## config.mk

```make
export PLATFORM = sky130hd
export DESIGN_NAME = dmi_cmd_master
export DESIGN_NICKNAME = d
export VERILOG_FILES = /design/src/rtl/dmi_pkg.sv /design/src/rtl/dmi_rsp_fifo.sv /design/src/rtl/dmi_cmd_master.sv
export SDC_FILE = /design/constraint.sdc
export NUM_CORES = 1
export LEC_CHECK = 0
export BUFFER_PORTS_ARGS = -buffer_cell sky130_fd_sc_hd__buf_2
export CAP_MARGIN = 30
export CORE_MARGIN = 2
export CORE_UTILIZATION = 40
export DETAILED_ROUTE_END_ITERATION = 8
export SLEW_MARGIN = 20
export SYNTH_ARGS = -nofsm -noshare
export SYNTH_HDL_FRONTEND = slang
export SYNTH_SLANG_ARGS = --single-unit
```

## constraint.sdc

```tcl
create_clock -name clk -period 6.6 [get_ports clk]
set_input_delay 0.66 -clock clk [delete_from_list [all_inputs] [get_ports clk]]
set_output_delay 0.66 -clock clk [all_outputs]
set_load 0.05 [all_outputs]
```

## src/rtl/dmi_pkg.sv

```systemverilog
// Shared encodings for the DMI command master: DMI ops, DMI responses,
// host-side response status codes and the request-engine state.
package dmi_pkg;
    localparam logic [1:0] OP_NOP   = 2'd0;
    localparam logic [1:0] OP_READ  = 2'd1;
    localparam logic [1:0] OP_WRITE = 2'd2;

    localparam logic [1:0] RESP_OK   = 2'd0;
    localparam logic [1:0] RESP_FAIL = 2'd2;
    localparam logic [1:0] RESP_BUSY = 2'd3;

    localparam logic [1:0] ST_OK       = 2'd0;
    localparam logic [1:0] ST_TIMEOUT  = 2'd1;
    localparam logic [1:0] ST_FAILED   = 2'd2;
    localparam logic [1:0] ST_BUSY_EXH = 2'd3;

    typedef enum logic [1:0] {S_IDLE, S_REQ, S_WAIT, S_GAP} state_t;
endpackage

```

## src/rtl/dmi_rsp_fifo.sv

```systemverilog
// Synchronous response FIFO with occupancy count; no fall-through, so a push
// becomes visible at the head one cycle later.
module dmi_rsp_fifo #(
    parameter int W     = 34,
    parameter int DEPTH = 4,
    localparam int AW   = $clog2(DEPTH),
    localparam int CW   = $clog2(DEPTH + 1)
) (
    input  logic          clk,
    input  logic          reset_n,
    input  logic          push,
    input  logic [W-1:0]  push_data,
    input  logic          pop,
    output logic [W-1:0]  head,
    output logic [CW-1:0] count
);
    logic [W-1:0]  mem [DEPTH];
    logic [AW-1:0] wptr, rptr;
    logic          full, empty, do_push, do_pop;

    assign full    = (count == CW'(DEPTH));
    assign empty   = (count == '0);
    // A pop frees the slot being written when full, so both may proceed.
    assign do_push = push && (!full || pop);
    assign do_pop  = pop && !empty;
    assign head    = mem[rptr];

    always_ff @(posedge clk) begin
        if (do_push) mem[wptr] <= push_data;
    end

    always_ff @(posedge clk or negedge reset_n) begin
        if (!reset_n) begin
            wptr  <= '0;
            rptr  <= '0;
            count <= '0;
        end else begin
            if (do_push) wptr <= wptr + 1'b1;
            if (do_pop)  rptr <= rptr + 1'b1;
            count <= count + CW'(do_push) - CW'(do_pop);
        end
    end
endmodule

```

## src/rtl/dmi_cmd_master.sv

```systemverilog
// DMI request engine: issues one host command at a time, retries busy
// responses, times out hung transfers, buffers results and latches an exit code.
module dmi_cmd_master
    import dmi_pkg::*;
#(
    parameter int          ADDR_W    = 7,
    parameter int          DATA_W    = 32,
    parameter int          RSP_DEPTH = 4,
    parameter int          TIMEOUT   = 1024,
    parameter int          MAX_RETRY = 8,
    parameter int          RETRY_GAP = 4,
    parameter int unsigned EXIT_ADDR = 'h7f
) (
    input  logic              clk,
    input  logic              reset_n,
    input  logic              cmd_valid,
    output logic              cmd_ready,
    input  logic [ADDR_W-1:0] cmd_addr,
    input  logic [1:0]        cmd_op,
    input  logic [DATA_W-1:0] cmd_data,
    output logic              rsp_valid,
    input  logic              rsp_ready,
    output logic [DATA_W-1:0] rsp_data,
    output logic [1:0]        rsp_status,
    output logic              debug_req_valid,
    input  logic              debug_req_ready,
    output logic [ADDR_W-1:0] debug_req_bits_addr,
    output logic [1:0]        debug_req_bits_op,
    output logic [DATA_W-1:0] debug_req_bits_data,
    input  logic              debug_resp_valid,
    output logic              debug_resp_ready,
    input  logic [1:0]        debug_resp_bits_resp,
    input  logic [DATA_W-1:0] debug_resp_bits_data,
    output logic [31:0]       exit,
    output logic              busy
);
    localparam int TW = (TIMEOUT > 2) ? $clog2(TIMEOUT) : 1;
    localparam int RW = (MAX_RETRY > 0) ? $clog2(MAX_RETRY + 1) : 1;
    localparam int GW = $clog2(RETRY_GAP + 1);
    localparam int CW = $clog2(RSP_DEPTH + 1);

    localparam logic [TW-1:0]     TO_LAST   = TW'(TIMEOUT - 1);
    localparam logic [RW-1:0]     RETRY_MAX = RW'(MAX_RETRY);
    localparam logic [GW-1:0]     GAP_LAST  = GW'(RETRY_GAP - 1);
    localparam logic [ADDR_W-1:0] EXIT_A    = ADDR_W'(EXIT_ADDR);

    state_t              state, state_n;
    logic [ADDR_W-1:0]   req_addr, req_addr_n;
    logic [1:0]          req_op, req_op_n;
    logic [DATA_W-1:0]   req_data, req_data_n;
    logic [RW-1:0]       retry_cnt, retry_n;
    logic [TW-1:0]       timer, timer_n;
    logic [GW-1:0]       gap_cnt, gap_n;
    logic                drain, drain_n;
    logic [31:0]         exit_n;
    logic                started;
    logic                cmd_fire, req_fire, resp_fire;
    logic                push;
    logic [DATA_W+1:0]   push_data;
    logic [CW-1:0]       fifo_count;

    // Result space is reserved at accept, so a completion can always push.
    assign cmd_ready = started && (state == S_IDLE) && (fifo_count < CW'(RSP_DEPTH));
    assign rsp_valid = (fifo_count != '0);
    assign cmd_fire  = cmd_valid && cmd_ready;
    assign req_fire  = debug_req_valid && debug_req_ready;
    assign resp_fire = debug_resp_valid && debug_resp_ready;

    assign debug_req_bits_addr = req_addr;
    assign debug_req_bits_op   = req_op;
    assign debug_req_bits_data = req_data;

    always_comb begin
        state_n    = state;
        req_addr_n = req_addr;
        req_op_n   = req_op;
        req_data_n = req_data;
        retry_n    = retry_cnt;
        timer_n    = timer;
        gap_n      = gap_cnt;
        drain_n    = drain;
        exit_n     = exit;
        push       = 1'b0;
        push_data  = {{DATA_W{1'b0}}, ST_OK};

        // The first response seen after a timeout belongs to the abandoned transfer.
        if (drain && resp_fire) drain_n = 1'b0;

        case (state)
            S_IDLE: begin
                if (cmd_fire) begin
                    if (cmd_op == OP_READ || cmd_op == OP_WRITE) begin
                        req_addr_n = cmd_addr;
                        req_op_n   = cmd_op;
                        req_data_n = cmd_data;
                        retry_n    = '0;
                        state_n    = S_REQ;
                    end else begin
                        push = 1'b1;
                    end
                end
            end
            S_REQ: begin
                if (req_fire) begin
                    timer_n = '0;
                    state_n = S_WAIT;
                end
            end
            S_WAIT: begin
                if (timer != TO_LAST) timer_n = timer + 1'b1;
                if (resp_fire) begin
                    state_n = S_IDLE;
                    case (debug_resp_bits_resp)
                        RESP_OK: begin
                            push = 1'b1;
                            if (req_op == OP_READ)
                                push_data = {debug_resp_bits_data, ST_OK};
                            if (req_op == OP_WRITE && req_addr == EXIT_A && !exit[0])
                                exit_n = {req_data[31:1], 1'b1};
                        end
                        RESP_BUSY: begin
                            if (retry_cnt < RETRY_MAX) begin
                                retry_n = retry_cnt + 1'b1;
                                gap_n   = '0;
                                state_n = S_GAP;
                            end else begin
                                push      = 1'b1;
                                push_data = {{DATA_W{1'b0}}, ST_BUSY_EXH};
                            end
                        end
                        default: begin
                            push      = 1'b1;
                            push_data = {{DATA_W{1'b0}}, ST_FAILED};
                        end
                    endcase
                end else if (timer == TO_LAST) begin
                    push      = 1'b1;
                    push_data = {{DATA_W{1'b0}}, ST_TIMEOUT};
                    drain_n   = 1'b1;
                    state_n   = S_IDLE;
                end
            end
            S_GAP: begin
                if (gap_cnt == GAP_LAST) state_n = S_REQ;
                else                     gap_n   = gap_cnt + 1'b1;
            end
            default: state_n = S_IDLE;
        endcase
    end

    always_ff @(posedge clk or negedge reset_n) begin
        if (!reset_n) begin
            state            <= S_IDLE;
            req_addr         <= '0;
            req_op           <= '0;
            req_data         <= '0;
            retry_cnt        <= '0;
            timer            <= '0;
            gap_cnt          <= '0;
            drain            <= 1'b0;
            exit             <= '0;
            started          <= 1'b0;
            debug_req_valid  <= 1'b0;
            debug_resp_ready <= 1'b0;
            busy             <= 1'b0;
        end else begin
            state            <= state_n;
            req_addr         <= req_addr_n;
            req_op           <= req_op_n;
            req_data         <= req_data_n;
            retry_cnt        <= retry_n;
            timer            <= timer_n;
            gap_cnt          <= gap_n;
            drain            <= drain_n;
            exit             <= exit_n;
            started          <= 1'b1;
            // Handshake outputs are registered from next-state values.
            debug_req_valid  <= (state_n == S_REQ) && !drain_n;
            debug_resp_ready <= (state_n == S_WAIT) || drain_n;
            busy             <= (state_n != S_IDLE);
        end
    end

    dmi_rsp_fifo #(.W(DATA_W + 2), .DEPTH(RSP_DEPTH)) u_rsp_fifo (
        .clk       (clk),
        .reset_n   (reset_n),
        .push      (push),
        .push_data (push_data),
        .pop       (rsp_ready),
        .head      ({rsp_data, rsp_status}),
        .count     (fifo_count)
    );
endmodule

```

* Yosys cells after proc, flatten, opt, wreduce, memory -nomap -nowiden
Memories as Yosys holds them, arrays and structs flattened.
Index checks and enable logic that the tools add are counted.
** Word-level totals
- RAM bits :: 136
- Memories :: 1
- Bits of input ports :: 81
- Bits in registers :: 104
- Output and inout bits :: 112
** Memories
- u_rsp_fifo.mem :: words 4, width 34, rd ports 1, clocked after memory_dff 0, write ports 1, RTL line dmi_rsp_fifo.sv:17 : logic [W-1:0] mem [DEPTH];
** Operators by class
- $add $sub $neg :: 7
- Multiplexer cells :: 42
- Equal/unequal tests :: 23
- $lt $le $gt $ge :: 2
- Reduce and logical (&&, ||, !) cells :: 31
** Operators with widths (count)
- $mux W34 :: 3
- $pmux W34 S2 :: 1
- $mux W10 :: 2
- $mux W4 :: 5
- $pmux W10 S2 :: 1
- $mux W2 :: 9
- $mux W1 :: 13
- $eq A2 B2 Y1 const B :: 6
- $mux W3 :: 4
- $ne A2 B2 Y1 const B :: 6
- $logic_and A1 B1 Y1 :: 11
- $add A10 B1 Y10 const B :: 1
- $eq A10 B10 Y1 const B :: 1
- $ne A10 B10 Y1 const B :: 1
- $eq A2 B1 Y1 const B :: 4
- $pmux W2 S4 :: 1
- $pmux W4 S2 :: 1
- $reduce_bool A2 Y1 :: 4
- $eq A7 B7 Y1 const B :: 1
- $pmux W3 S2 :: 1
- $reduce_and A3 Y1 :: 2
- $reduce_and A6 Y1 :: 1
- $reduce_and A5 Y1 :: 1
- $add A2 B1 Y2 const B :: 2
- 16 further kinds :: 23

* Depth between registers and ports, before layout
- Word-level depth :: 9
- Depth in mapped cells :: 8

* Hierarchy
From an unflattened synthesis, not the netlist that was laid out.
** Unflattened totals
- Cell total of the unflattened synthesis :: 548
- Area total of the unflattened synthesis :: 9753.1 µm²
** By module, submodules not included
- dmi_rsp_fifo :: sequential area each 4259.1 µm², cells an instance 212, instances 1, area each 5300.1 µm²
- dmi_cmd_master :: sequential area each 2427.3 µm², cells an instance 336, instances 1, area each 4453.0 µm²

* Worst setup path before layout
No wires, ideal clock.
- Kind :: reg-to-reg
- Start :: register state[0]
- End :: memory u_rsp_fifo.mem[0][0] (enable)
- Cell stages (with the launch flop) :: 6
- Data arrival time :: 4286 ps
- Period minus slack after synthesis :: 4761 ps
- Setup time :: 475 ps
- Buffers on the path :: 1
- Required time :: 6125 ps
- Setup slack :: 1839 ps
- Cells stage by stage :: dfrtp_1 buf_4 nor4b_4 nand3_1 o211a_1 nor3b_1
** Between the ends
- Cells in the longest elaborated chain, start to end :: 9
- Elaborated cells between the ends (all ways) :: 10
- Those cells by class :: eq/ne: 1; mux: 4; reduce/logical: 5
** Ends and longest elaborated chain
- start, declared :: RTL line dmi_cmd_master.sv:47 : state_t state, state_n;
- start signal, assigned :: RTL line dmi_cmd_master.sv:167 : state <= state_n;
- $logic_not A2 Y1 :: RTL line dmi_cmd_master.sv:63 : assign cmd_ready = started && (state == S_IDLE) && (fifo_count < CW'(RSP_DEPTH));
- $logic_and A1 B1 Y1 (2 in series) :: RTL line dmi_cmd_master.sv:63
- net cmd_ready :: RTL line dmi_cmd_master.sv:17 : output logic cmd_ready,
- $logic_and A1 B1 Y1 :: RTL line dmi_cmd_master.sv:65 : assign cmd_fire = cmd_valid && cmd_ready;
- $mux W1 :: RTL line dmi_cmd_master.sv:91 : if (cmd_fire) begin
- $pmux W1 S2 :: RTL line dmi_cmd_master.sv:89 : case (state)
- $logic_and A1 B1 Y1 :: RTL line dmi_rsp_fifo.sv:24 : assign do_push = push && (!full || pop);
- $mux W1 :: RTL line dmi_rsp_fifo.sv:29 : if (do_push) mem[wptr] <= push_data;
- $mux W1 (implied by the code) :: RTL line dmi_rsp_fifo.sv:29
- end, declared :: RTL line dmi_rsp_fifo.sv:17
The timed path passes the listed nets, and every way through them passes these cells.

* Worst setup path in the final report
- Start :: register u_rsp_fifo.rptr[0]
- End :: output rsp_data[0]
** Between the ends
- Cells in the longest elaborated chain, start to end :: 1
** Ends and longest elaborated chain
- start, declared :: RTL line dmi_rsp_fifo.sv:18 : logic [AW-1:0] wptr, rptr;
- start signal, assigned :: RTL line dmi_rsp_fifo.sv:39 : if (do_pop) rptr <= rptr + 1'b1;
- $mem_v2 Z4 W34
- end, declared :: RTL line dmi_cmd_master.sv:23 : output logic [DATA_W-1:0] rsp_data,
No other way between the ends.

==> impl_metrics.env <==
export IMPL_fin_crit_sh_pct=47.77
export IMPL_seq_power_share_pct=38.7
export IMPL_slowest_stage="dfrtp_2"
export IMPL_syn_inst=564
export IMPL_synth_avg_cell_area_um2=17.37
export IMPL_drv_cap=0
export IMPL_synth_nets=658
export IMPL_post_cts_setup_buffers=0
export IMPL_synth_edf_count=136
export IMPL_met2_length_mm=9.354
export IMPL_wl_mm=19.63
export IMPL_port_buffers=192
export IMPL_hp_class="primary input to asynchronous set/reset pin"
export IMPL_fmax_ghz=0.3172
export IMPL_synth_top_area_cell="edfxtp_1"
export IMPL_intPower_uw=3315
export IMPL_synth_flop_cell="edfxtp_1"
export IMPL_rsz0062_at_grt="no"
export IMPL_synth_top_cell_area_share_pct=41.69
export IMPL_cts_max_level=1
export IMPL_final_cell_mix="buf_2, edfxtp_1, dfrtp_1"
export IMPL_viasPerCell=4.958
export IMPL_finalNonFillerCells=1111
export IMPL_finalInstanceArea_um2=12000
export IMPL_die_w_um=160.5
export IMPL_drive_gt1_share_pct=44.40
export IMPL_antenna_found_initial=0
export IMPL_die_area_um2=25760
export IMPL_rrSetupSlack_ns=3.97
export IMPL_die_h_um=160.5
export IMPL_skew_ns=0.01900
export IMPL_root_buffer="clkbuf_16"
export IMPL_top_layer="met4"
export IMPL_tightest_slew_ns=0.8568
export IMPL_pwr_share_comb_pct=33.9
export IMPL_start_util_pct=40.52
export IMPL_final_common_cell="buf_2"
export IMPL_period_needed_ns=3.153
export IMPL_drt_met1_wl_mm=8.156
export IMPL_vdd_drop_max_mv=0.2854
export IMPL_synth_area_um2=9797
export IMPL_swShare_pct=37.72
export IMPL_insertion_delay_ns=0.52
export IMPL_clk_pin_slew_ns=0.06
export IMPL_synthTopCellsByArea="edfxtp_1, dfrtp_1, mux4_2"
export IMPL_synth_seq_area_share_pct=68.25
export IMPL_yosysWarnings=0
export IMPL_maxSlewHeadroom_pct=42.88
export IMPL_worstPathMaxFanout=21
export IMPL_clk_path_buf_depth=3
export IMPL_io_pins=193
export IMPL_postCtsHoldBufs=0
export IMPL_synthArstFlopShare_pct=43.33
export IMPL_setup_viol=0
export IMPL_antenna_left=0
export IMPL_synth_seq_cells=240
export IMPL_cp_slowest_stage_delay_ns=0.70
export IMPL_leakagePower_uw=0.004995
export IMPL_p_clk_share_pct=27.3
export IMPL_placed_cells=1063
export IMPL_cts_tree="done"
export IMPL_hold_viol=0
export IMPL_drc=0
export IMPL_grt_ovfl_total=0
export IMPL_grt_usage_pct=15.39
export IMPL_drt_iter0_drc=282
export IMPL_cts_inserted_buffers=25
export IMPL_criticalPathCategory="register to output port"
export IMPL_cts_sinks=240
export IMPL_cp_cell_sequence="buf_4, mux4_2, buf_2"
export IMPL_status="finished, final reports clean"
export IMPL_grt_pass1_vias=5977
export IMPL_wl_per_cell_um=17.67
export IMPL_start_kind="register"
export IMPL_post_cts_resized=0
export IMPL_setup_tns_ns=0
export IMPL_core_um2=24180
export IMPL_grt_max_degree=73
export IMPL_fin_nets=861
export IMPL_drt_first_pass_iters=4
export IMPL_wl_met3_mm=1.791
export IMPL_gp_congestion=0.8123
export IMPL_dp_hpwl_mm=13.19
export IMPL_powerDensity_nw_per_um2=443.7
export IMPL_placementRows=57
export IMPL_endpoint_kind="output port"
export IMPL_grt_pass1_wl_mm=31.77
export IMPL_via_count=5508
export IMPL_slew_viol_final=0
export IMPL_cp_required_ns=5.94
export IMPL_synth_cell_types=55
export IMPL_switching_power_uw=2007
export IMPL_placed_cell_area_um2=11110
export IMPL_area_growth_pct=22.44
export IMPL_cp_arrival_ns=2.49
-- flip-flops by register name, indices dropped and copies added, names as in the netlist, 3 cells and up --
| signal | count |
|---|---|
| debug_req_bits_addr | 7 |
| retry_cnt | 4 |
| u_rsp_fifo.mem | 136 |
| timer | 10 |
| u_rsp_fifo.count | 3 |
| exit | 32 |
| gap_cnt | 3 |
| debug_req_bits_data | 32 |
-- power groups by stage --
| stage | Combinational [uW] | Clock, uW | Sequential (uW) |
|---|---|---|---|
| finish | 1810 | 1460 | 2060 |
| global route | 1910 | 1570 | 2110 |
| CTS | 1830 | 1500 | 2070 |
| detailed placement | 1830 | 0 | 2090 |
| global placement | 1790 | 0 | 2080 |
| floorplan | 1060 | 0 | 2420 |
-- layer usage --
metal  up-vias  track usage [%]
li1       2542                -
met1      2718            19.83
met2       226            25.57
met3        22            4.287
met4         0            4.586
met5         -                0
-- cells by family after synthesis --
family                   Yosys count  share of synthesized area [%]
multiplexers                     107                          17.51
AO/OA/AOI/OAI                     37                          2.465
flip-flops                       240                          68.25
adder cells (fa/ha/maj)           13                          1.737
AND/OR/NAND/NOR                  118                          7.318
buffers and inverters             40                          1.967
other                              1                        0.03828
XOR/XNOR                           8                         0.7152
-- critical path: cells and delay by family, from the launching register on --
kind                   cells  cell delay (ns)
buffers and inverters      2             0.71
flip-flops                 1             0.70
multiplexers               1             0.58
-- synthesized netlist by cell type (all sizes together) (4+ instances only) --
cell	count
mux4	34
a21oi	6
edfxtp	136
o21ai	11
nand3b	4
nand4	5
mux2	70
clkbuf	12
nor3b	5
ha	12
and2	37
a31oi	4
or3	5
nand3	13
buf	13
inv	15
nand2	17
o211ai	4
xnor2	6
dfrtp	104
nor2	9
-- worst paths after layout --
check / from / end / cells after the start
worst min-delay path: reset_n / debug_req_bits_data[3] / 1
min in group clk: cmd_addr[5] / debug_req_bits_addr[5] / 2
worst max register to register: state[0] / u_rsp_fifo.mem[2][14] / 5
max in group asynchronous: reset_n / debug_req_bits_data[27] / 3
worst min register to register: exit[5] / exit[5] / 1
worst max-delay path: u_rsp_fifo.rptr[0] / rsp_data[0] / 3
-- area by class of cell --
type | count | area, um^2
inverters | 15 | 56.30
clock buffers | 30 | 644.4
multi-input cells | 284 | 2938
flip-flops and latches | 240 | 6689
well taps | 324 | 405.4
diodes | 1 | 2.502
repair buffers | 201 | 1040
fillers | 2030 | 12180
clock inverters | 16 | 220.2
-- per-stage QoR --
step / power (uW) / utilization [%] / hold WS [ns] / worst slack (ns)
2_1_floorplan: 3479 / - / 0.3644 / 1.839
3_3_place_gp: 3872 / 45.93 / 0.4707 / 3.771
3_5_place_dp: 3922 / 45.95 / 0.4798 / 3.702
4_1_cts: 5399 / 49.52 / 0.07860 / 3.355
5_1_grt: 5587 / 49.60 / 0.09845 / 3.264
6_report: 5322 / 49.61 / 0.08611 / 3.447
Note: power is estimated with default switching activity, not from simulation.
